## src/rtl/i2c_pkg.sv

```systemverilog
// Shared types and constants for the I2C responder-side receive path.
// Holds the FSM state encoding, byte geometry and line-event helper.
package i2c_pkg;

    typedef enum logic [1:0] {
        IDLE = 2'd0,
        RX   = 2'd1,
        ACK  = 2'd2,
        WAIT = 2'd3
    } i2c_state_e;

    localparam int I2C_BYTE_BITS  = 8;
    localparam int I2C_ACK_BIT    = 8;
    localparam int I2C_FILTER_LEN = 3;

    typedef struct packed {
        logic rise;
        logic fall;
        logic chg;
    } line_ev_t;

    function automatic line_ev_t line_events(
        input logic cur,
        input logic prev
    );
        line_ev_t ev;
        ev.rise = cur & ~prev;
        ev.fall = ~cur & prev;
        ev.chg  = cur ^ prev;
        return ev;
    endfunction

endpackage

```

## src/rtl/i2c_byte_receiver_if.sv

```systemverilog
// Pad-side inputs and upstream-facing outputs of the byte receiver.
// The master side drives the bus lines and the per-byte ACK choice.
interface i2c_byte_receiver_if;

    logic       en;
    logic       scl_i;
    logic       sda_i;
    logic       ack_en;
    logic       sda_oe;
    logic [7:0] rx_data;
    logic       rx_valid;
    logic       start_det;
    logic       stop_det;
    logic       busy;
    logic [3:0] bit_cnt;

    modport master (
        output en,
        output scl_i,
        output sda_i,
        output ack_en,
        input  sda_oe,
        input  rx_data,
        input  rx_valid,
        input  start_det,
        input  stop_det,
        input  busy,
        input  bit_cnt
    );

    modport slave (
        input  en,
        input  scl_i,
        input  sda_i,
        input  ack_en,
        output sda_oe,
        output rx_data,
        output rx_valid,
        output start_det,
        output stop_det,
        output busy,
        output bit_cnt
    );

endinterface

```

## src/rtl/i2c_glitch_filter.sv

```systemverilog
// Two-flop synchronizer followed by a saturating agreement counter.
// Output flips only after FILTER_LEN consecutive differing samples.
module i2c_glitch_filter
    import i2c_pkg::*;
#(
    parameter int FILTER_LEN = I2C_FILTER_LEN
) (
    input  logic clk_i,
    input  logic rst_n,
    input  logic line_i,
    output logic line_o
);

    localparam logic [3:0] CNT_MAX = 4'(FILTER_LEN - 1);

    logic [1:0] sync_q;
    logic [3:0] cnt_q;
    logic [3:0] cnt_d;
    logic       line_q;
    logic       line_d;

    always_comb begin
        cnt_d  = '0;
        line_d = line_q;
        if (sync_q[1] != line_q) begin
            if (cnt_q == CNT_MAX) begin
                line_d = sync_q[1];
            end else begin
                cnt_d = cnt_q + 4'd1;
            end
        end
    end

    // Reset to 1 so an idle (pulled-up) bus never looks like an edge.
    always_ff @(posedge clk_i or negedge rst_n) begin
        if (!rst_n) begin
            sync_q <= 2'b11;
            cnt_q  <= '0;
            line_q <= 1'b1;
        end else begin
            sync_q <= {sync_q[0], line_i};
            cnt_q  <= cnt_d;
            line_q <= line_d;
        end
    end

    assign line_o = line_q;

endmodule

```

## src/rtl/i2c_byte_receiver.sv

```systemverilog
// Responder-side I2C byte receiver: START/STOP detect, 8-bit
// MSB-first shift-in and open-drain ACK drive in the 9th slot.
module i2c_byte_receiver
    import i2c_pkg::*;
#(
    parameter int FILTER_LEN = I2C_FILTER_LEN
) (
    input logic                clk_i,
    input logic                rst_n,
    i2c_byte_receiver_if.slave bus
);

    localparam logic [3:0] ACK_IDX = 4'(I2C_ACK_BIT);
    localparam logic [3:0] LSB_IDX = 4'(I2C_BYTE_BITS - 1);

    logic       scl_f;
    logic       sda_f;
    logic       scl_prev_q;
    logic       sda_prev_q;
    line_ev_t   scl_ev;
    line_ev_t   sda_ev;
    logic       start_ev;
    logic       stop_ev;

    i2c_state_e state_q;
    logic [7:0] shift_q;
    logic [7:0] shift_nx;
    logic [3:0] bit_cnt_q;
    logic [7:0] rx_data_q;
    logic       rx_valid_q;
    logic       start_q;
    logic       stop_q;
    logic       busy_q;
    logic       sda_oe_q;
    logic       acked_q;

    i2c_glitch_filter #(.FILTER_LEN(FILTER_LEN)) u_scl_filt (
        .clk_i  (clk_i),
        .rst_n  (rst_n),
        .line_i (bus.scl_i),
        .line_o (scl_f)
    );

    i2c_glitch_filter #(.FILTER_LEN(FILTER_LEN)) u_sda_filt (
        .clk_i  (clk_i),
        .rst_n  (rst_n),
        .line_i (bus.sda_i),
        .line_o (sda_f)
    );

    always_ff @(posedge clk_i or negedge rst_n) begin
        if (!rst_n) begin
            scl_prev_q <= 1'b1;
            sda_prev_q <= 1'b1;
        end else begin
            scl_prev_q <= scl_f;
            sda_prev_q <= sda_f;
        end
    end

    assign scl_ev = line_events(scl_f, scl_prev_q);
    assign sda_ev = line_events(sda_f, sda_prev_q);

    // A simultaneous SCL edge wins: SDA moving then is not a condition.
    assign start_ev = sda_ev.fall & scl_f & ~scl_ev.chg;
    assign stop_ev  = sda_ev.rise & scl_f & ~scl_ev.chg;

    assign shift_nx = {shift_q[6:0], sda_f};

    always_ff @(posedge clk_i or negedge rst_n) begin
        if (!rst_n) begin
            state_q    <= IDLE;
            shift_q    <= '0;
            bit_cnt_q  <= '0;
            rx_data_q  <= '0;
            rx_valid_q <= 1'b0;
            start_q    <= 1'b0;
            stop_q     <= 1'b0;
            busy_q     <= 1'b0;
            sda_oe_q   <= 1'b0;
            acked_q    <= 1'b0;
        end else begin
            rx_valid_q <= 1'b0;
            start_q    <= 1'b0;
            stop_q     <= 1'b0;
            if (!bus.en) begin
                state_q   <= IDLE;
                shift_q   <= '0;
                bit_cnt_q <= '0;
                busy_q    <= 1'b0;
                sda_oe_q  <= 1'b0;
            end else if (stop_ev) begin
                state_q   <= IDLE;
                shift_q   <= '0;
                bit_cnt_q <= '0;
                busy_q    <= 1'b0;
                sda_oe_q  <= 1'b0;
                stop_q    <= 1'b1;
            end else if (start_ev) begin
                state_q   <= RX;
                shift_q   <= '0;
                bit_cnt_q <= '0;
                busy_q    <= 1'b1;
                sda_oe_q  <= 1'b0;
                start_q   <= 1'b1;
            end else begin
                case (state_q)
                    RX: begin
                        if (scl_ev.rise && bit_cnt_q != ACK_IDX) begin
                            shift_q   <= shift_nx;
                            bit_cnt_q <= bit_cnt_q + 4'd1;
                            if (bit_cnt_q == LSB_IDX) begin
                                rx_data_q  <= shift_nx;
                                rx_valid_q <= 1'b1;
                            end
                        end else if (scl_ev.fall &&
                                     bit_cnt_q == ACK_IDX) begin
                            state_q  <= ACK;
                            sda_oe_q <= bus.ack_en;
                            acked_q  <= bus.ack_en;
                        end
                    end
                    ACK: begin
                        if (scl_ev.fall) begin
                            sda_oe_q  <= 1'b0;
                            bit_cnt_q <= '0;
                            shift_q   <= '0;
                            state_q   <= acked_q ? RX : WAIT;
                        end
                    end
                    default: begin
                    end
                endcase
            end
        end
    end

    assign bus.sda_oe    = sda_oe_q;
    assign bus.rx_data   = rx_data_q;
    assign bus.rx_valid  = rx_valid_q;
    assign bus.start_det = start_q;
    assign bus.stop_det  = stop_q;
    assign bus.busy      = busy_q;
    assign bus.bit_cnt   = bit_cnt_q;

endmodule

```

## src/flat_wrapper.sv

```systemverilog
// flat-port wrapper written by rule: the top's interface ports become plain ports
module i2c_byte_receiver_flat import i2c_pkg::*;
#(
    parameter int FILTER_LEN = I2C_FILTER_LEN
)
  (clk_i, rst_n, bus_en, bus_scl_i, bus_sda_i, bus_ack_en, bus_sda_oe, bus_rx_data, bus_rx_valid, bus_start_det, bus_stop_det, bus_busy, bus_bit_cnt);
  i2c_byte_receiver_if bus_i ();
  input logic clk_i;
  input logic rst_n;
  input wire logic [$bits(bus_i.en)-1:0] bus_en;
  input wire logic [$bits(bus_i.scl_i)-1:0] bus_scl_i;
  input wire logic [$bits(bus_i.sda_i)-1:0] bus_sda_i;
  input wire logic [$bits(bus_i.ack_en)-1:0] bus_ack_en;
  output wire logic [$bits(bus_i.sda_oe)-1:0] bus_sda_oe;
  output wire logic [$bits(bus_i.rx_data)-1:0] bus_rx_data;
  output wire logic [$bits(bus_i.rx_valid)-1:0] bus_rx_valid;
  output wire logic [$bits(bus_i.start_det)-1:0] bus_start_det;
  output wire logic [$bits(bus_i.stop_det)-1:0] bus_stop_det;
  output wire logic [$bits(bus_i.busy)-1:0] bus_busy;
  output wire logic [$bits(bus_i.bit_cnt)-1:0] bus_bit_cnt;
  assign bus_i.en = bus_en;
  assign bus_i.scl_i = bus_scl_i;
  assign bus_i.sda_i = bus_sda_i;
  assign bus_i.ack_en = bus_ack_en;
  assign bus_sda_oe = bus_i.sda_oe;
  assign bus_rx_data = bus_i.rx_data;
  assign bus_rx_valid = bus_i.rx_valid;
  assign bus_start_det = bus_i.start_det;
  assign bus_stop_det = bus_i.stop_det;
  assign bus_busy = bus_i.busy;
  assign bus_bit_cnt = bus_i.bit_cnt;
  i2c_byte_receiver #(.FILTER_LEN(FILTER_LEN)) u_core (.clk_i(clk_i), .rst_n(rst_n), .bus(bus_i));
endmodule
```

## config.mk

```make
export PLATFORM = sky130hd
export DESIGN_NAME = i2c_byte_receiver_flat
export DESIGN_NICKNAME = d
export VERILOG_FILES = /design/src/rtl/i2c_pkg.sv /design/src/rtl/i2c_byte_receiver_if.sv /design/src/rtl/i2c_glitch_filter.sv /design/src/rtl/i2c_byte_receiver.sv /design/src/flat_wrapper.sv
export SDC_FILE = /design/constraint.sdc
export NUM_CORES = 1
export LEC_CHECK = 0
export CAP_MARGIN = 20
export CELL_PAD_IN_SITES_DETAIL_PLACEMENT = 0
export CELL_PAD_IN_SITES_GLOBAL_PLACEMENT = 2
export CORE_ASPECT_RATIO = 1.25
export CORE_UTILIZATION = 36
export DETAILED_ROUTE_END_ITERATION = 10
export GPL_TIMING_DRIVEN = 0
export PLACE_DENSITY_LB_ADDON = 0.08
export SYNTH_ARGS = -nofsm -noshare
export SYNTH_HDL_FRONTEND = slang
export SYNTH_SLANG_ARGS = --single-unit
```

## constraint.sdc

```tcl
create_clock -name clk_i -period 2.7 [get_ports clk_i]
set_clock_uncertainty 0.15 [all_clocks]
set_input_delay 0.405 -clock clk_i [delete_from_list [all_inputs] [get_ports clk_i]]
set_output_delay 0.405 -clock clk_i [all_outputs]
set_load 0.1 [all_outputs]
```

==> flow_summary.json <==
{
  "synth_top_area_share_pct": 46.1,
  "clkLatencyLatePin_ps": 300,
  "wl_per_cell_um": 13.9,
  "grtUsageTotal_pct": 15.3,
  "post_layout_nonfiller_instances": 259,
  "p_leak_nw": 1.04,
  "status": "completed",
  "synth_edf_count": 0,
  "yosysMostFrequentCell": "sky130_fd_sc_hd__dfrtp_1",
  "holdBufCountCts": 1,
  "antenna_violations_before_repair": 0,
  "post_synth.cell_area_avg_um2": 11.5,
  "timing.critical_path.slowest_stage_cell": "sky130_fd_sc_hd__clkdlybuf4s50_1",
  "place_inst": 250,
  "power_density_nw_per_um2": 877,
  "antenna-diode-count": 0,
  "first_iter_violations": 52,
  "path_class": "reg -> out",
  "synth-async-reset-ratio_pct": 100,
  "sequential_to_total_area_share_from_yosys_stat_pct": 57.1,
  "max_cap_viol_count": 0,
  "holdCritStartpoint": "u_core.u_sda_filt.sync_q[0]",
  "vias": 1311,
  "hold_viol_final": 0,
  "cts-root-to-sink-buffers": 2,
  "timing.critical_path.to_type": "output port",
  "cp_num_buf_inv": 1,
  "ff2ff_path_depth": 5,
  "hold_slack_ps": 209,
  "slew-limit-headroom_pct": 34.5,
  "post-cts-setup-buffers": 0,
  "core_region_area_um2": 5080,
  "first_global_vias": 1295,
  "drc": 0,
  "regToRegStartpoint": "u_core.u_scl_filt.line_o",
  "fp.dieH_um": 83.2,
  "tightestPinTransition_ps": 980,
  "ctsResizeCount": 0,
  "route.detailed.vias_per_inst": 5.06,
  "critical_path_required_ps": 2140,
  "filler_cell_count": 492,
  "grt_start_max_net_pins": 34,
  "portBuffers": 22,
  "cts_tree": "yes",
  "wire_length_of_the_first_global_routing_pass_um": 6380,
  "timing.final.max_slew_violations": 0,
  "clk_transition_reported_paths_ps": 80,
  "overflow": 0,
  "io_pins": 23,
  "vdd_ir_max_v": 0.000368,
  "yosys_most_used_dff": "sky130_fd_sc_hd__dfrtp_1",
  "reg2reg_setup_slack_ps": 570,
  "synthCells": 165,
  "hpwlAfterDp_um": 2520,
  "finish.net_count": 210,
  "cpPeakStageDelay_ps": 1170,
  "layout-drive-gt1-share_pct": 18.8,
  "final_period_minus_worst_setup_slack_ps": 2480,
  "synth_top_area_cell": "sky130_fd_sc_hd__dfrtp_1",
  "finalWirelength_um": 3610,
  "clock_sink_count": 43,
  "cp_top_family": "buffers and inverters",
  "setup_repair_after_global_routing_missed_its_margin": "false",
  "synth.yosys.warnings": 0,
  "reg2reg_to": "u_core.bus.rx_data[2]",
  "worstPathMaxFanout": 7,
  "yosysUniqueCellTypes": 31,
  "part_of_the_cycle_the_worst_path_needs_pct": 91.7,
  "hold_depth": 0,
  "route.antenna.remaining_nets": 0,
  "floorplan.initialDensity_pct": 37.4,
  "postSynthNetCount": 179,
  "std_cell_rows": 29,
  "arrival_ps": 1920,
  "cts_made_buffers": 5,
  "detail_route.first_pass.iterations": 4,
  "ctsHtreeMaxLevel": 2,
  "synthesis.area_um2": 1900,
  "setup_viol": 0,
  "root_driver": "sky130_fd_sc_hd__clkbuf_8",
  "synthTopCellsByCount": "35 x sky130_fd_sc_hd__dfrtp_1, 15 x sky130_fd_sc_hd__inv_1, 15 x sky130_fd_sc_hd__o21ai_0",
  "fmax_mhz": 404,
  "fp.dieW_um": 67.0,
  "syn_to_final_growth_pct": 23.0,
  "worstHoldPathType": "reg -> reg",
  "hold-path-endpoint": "u_core.u_sda_filt.sync_q[1]",
  "path_cells": "clkdlybuf4s50_1",
  "place_congestion": 0.707,
  "die_area_um2": 5580,
  "netlist_top_cells_area": "sky130_fd_sc_hd__dfrtp_1 46%, sky130_fd_sc_hd__dfstp_2 11%, sky130_fd_sc_hd__mux2_2 7.1%",
  "yosys_register_bits": 43,
  "cp-start-kind": "flop"
}
-- cell families after synthesis --
group           share of synthesized area, %
fa+ha+maj                               5.27
buf+inv                                 4.87
flops                                   57.1
simple gates                            15.7
xor+xnor                                3.69
mux                                     7.11
compound gates                          6.19
-- report_power, final --
group	leakage, nW	internal, mW	switching [mW]
sequential	0.565	0.766	0.0973
clock	0.0548	0.279	0.233
combinational	0.418	0.235	0.441
-- area by class of cell --
type                       instances  area (um2)  share of cell area [%]
inverter                          15        56.3                    2.41
buffer                             5        36.3                    1.55
clock buffer                       5        68.8                    2.94
tap                               62        77.6                    3.32
clock inverter                     3        46.3                    1.98
timing repair buffer              24         245                    10.5
sequential                        43        1090                    46.4
multi-input combinational        102         722                    30.9
-- flip-flops by register name (all words and copies together), names as in the netlist --
signal	count
u_core.bus.rx_data	8
u_core.shift_q	7
u_core.bus.bit_cnt	4
u_core.u_scl_filt.cnt_q	4
u_core.u_sda_filt.cnt_q	4
u_core.state_q	2
u_core.u_scl_filt.sync_q	2
u_core.u_sda_filt.sync_q	2
u_core.acked_q	1
u_core.bus.busy	1
u_core.bus.rx_valid	1
u_core.bus.sda_oe	1
u_core.bus.start_det	1
u_core.bus.stop_det	1
u_core.scl_prev_q	1
u_core.sda_prev_q	1
u_core.u_scl_filt.line_o	1
u_core.u_sda_filt.line_o	1
-- placed cells by master, fill, tap and decap left out, drive strengths merged, types with 2 or more instances in the layout --
cell type and n:
buf 6, clkbuf 6, clkdlybuf4s50 21, dfrtp 35, dfstp 8, ha 8, inv 16, mux2 12
nand2 7, nand3 10, nand4 12, nand4b 2, nor2 10, nor2b 3, nor3b 2, o21a 2
o21ai 15, xnor2 4, xor2 4
-- worst max path at each step --
stage,start,endpoint,slack (ps),depth (start not counted)
2_1_floorplan,u_core.bus.bit_cnt[0],u_core.state_q[1],310,6
3_3_place_gp,rst_n,u_core.bus.rx_data[4],-10,1
3_5_place_dp,u_core.bus.bit_cnt[2],bus_bit_cnt[2],550,1
4_1_cts,u_core.bus.bit_cnt[2],bus_bit_cnt[2],210,1
5_1_grt,u_core.bus.bit_cnt[2],bus_bit_cnt[2],170,1
6_report,u_core.bus.bit_cnt[2],bus_bit_cnt[2],220,1
-- layer usage --
layer  track usage [%]  part of all wire, %  vias up
li1                  -                    -      624
met1              20.1                   45      661
met2              23.4                   49       20
met3              4.40                  4.5        6
met4              5.80                  1.3        0
met5                 0                    0        -
-- per-stage QoR --
| step | util [%] | power, mW | area [um2] | setup slack, ps | TNS (ps) |
|---|---|---|---|---|---|
| final | 46.0 | 2.05 | 2340 | 224 | 0 |
| after global routing | 46.0 | 2.20 | 2340 | 170 | 0 |
| after CTS | 46.0 | 2.09 | 2340 | 215 | 0 |
| after detailed placement | 43.6 | 1.56 | 2210 | 550 | 0 |
| after global placement | 43.3 | 1.55 | 2200 | -10.4 | -260 |
| after floorplan | - | 1.37 | 1900 | 309 | 0 |
(Power assumes the default switching activity.)
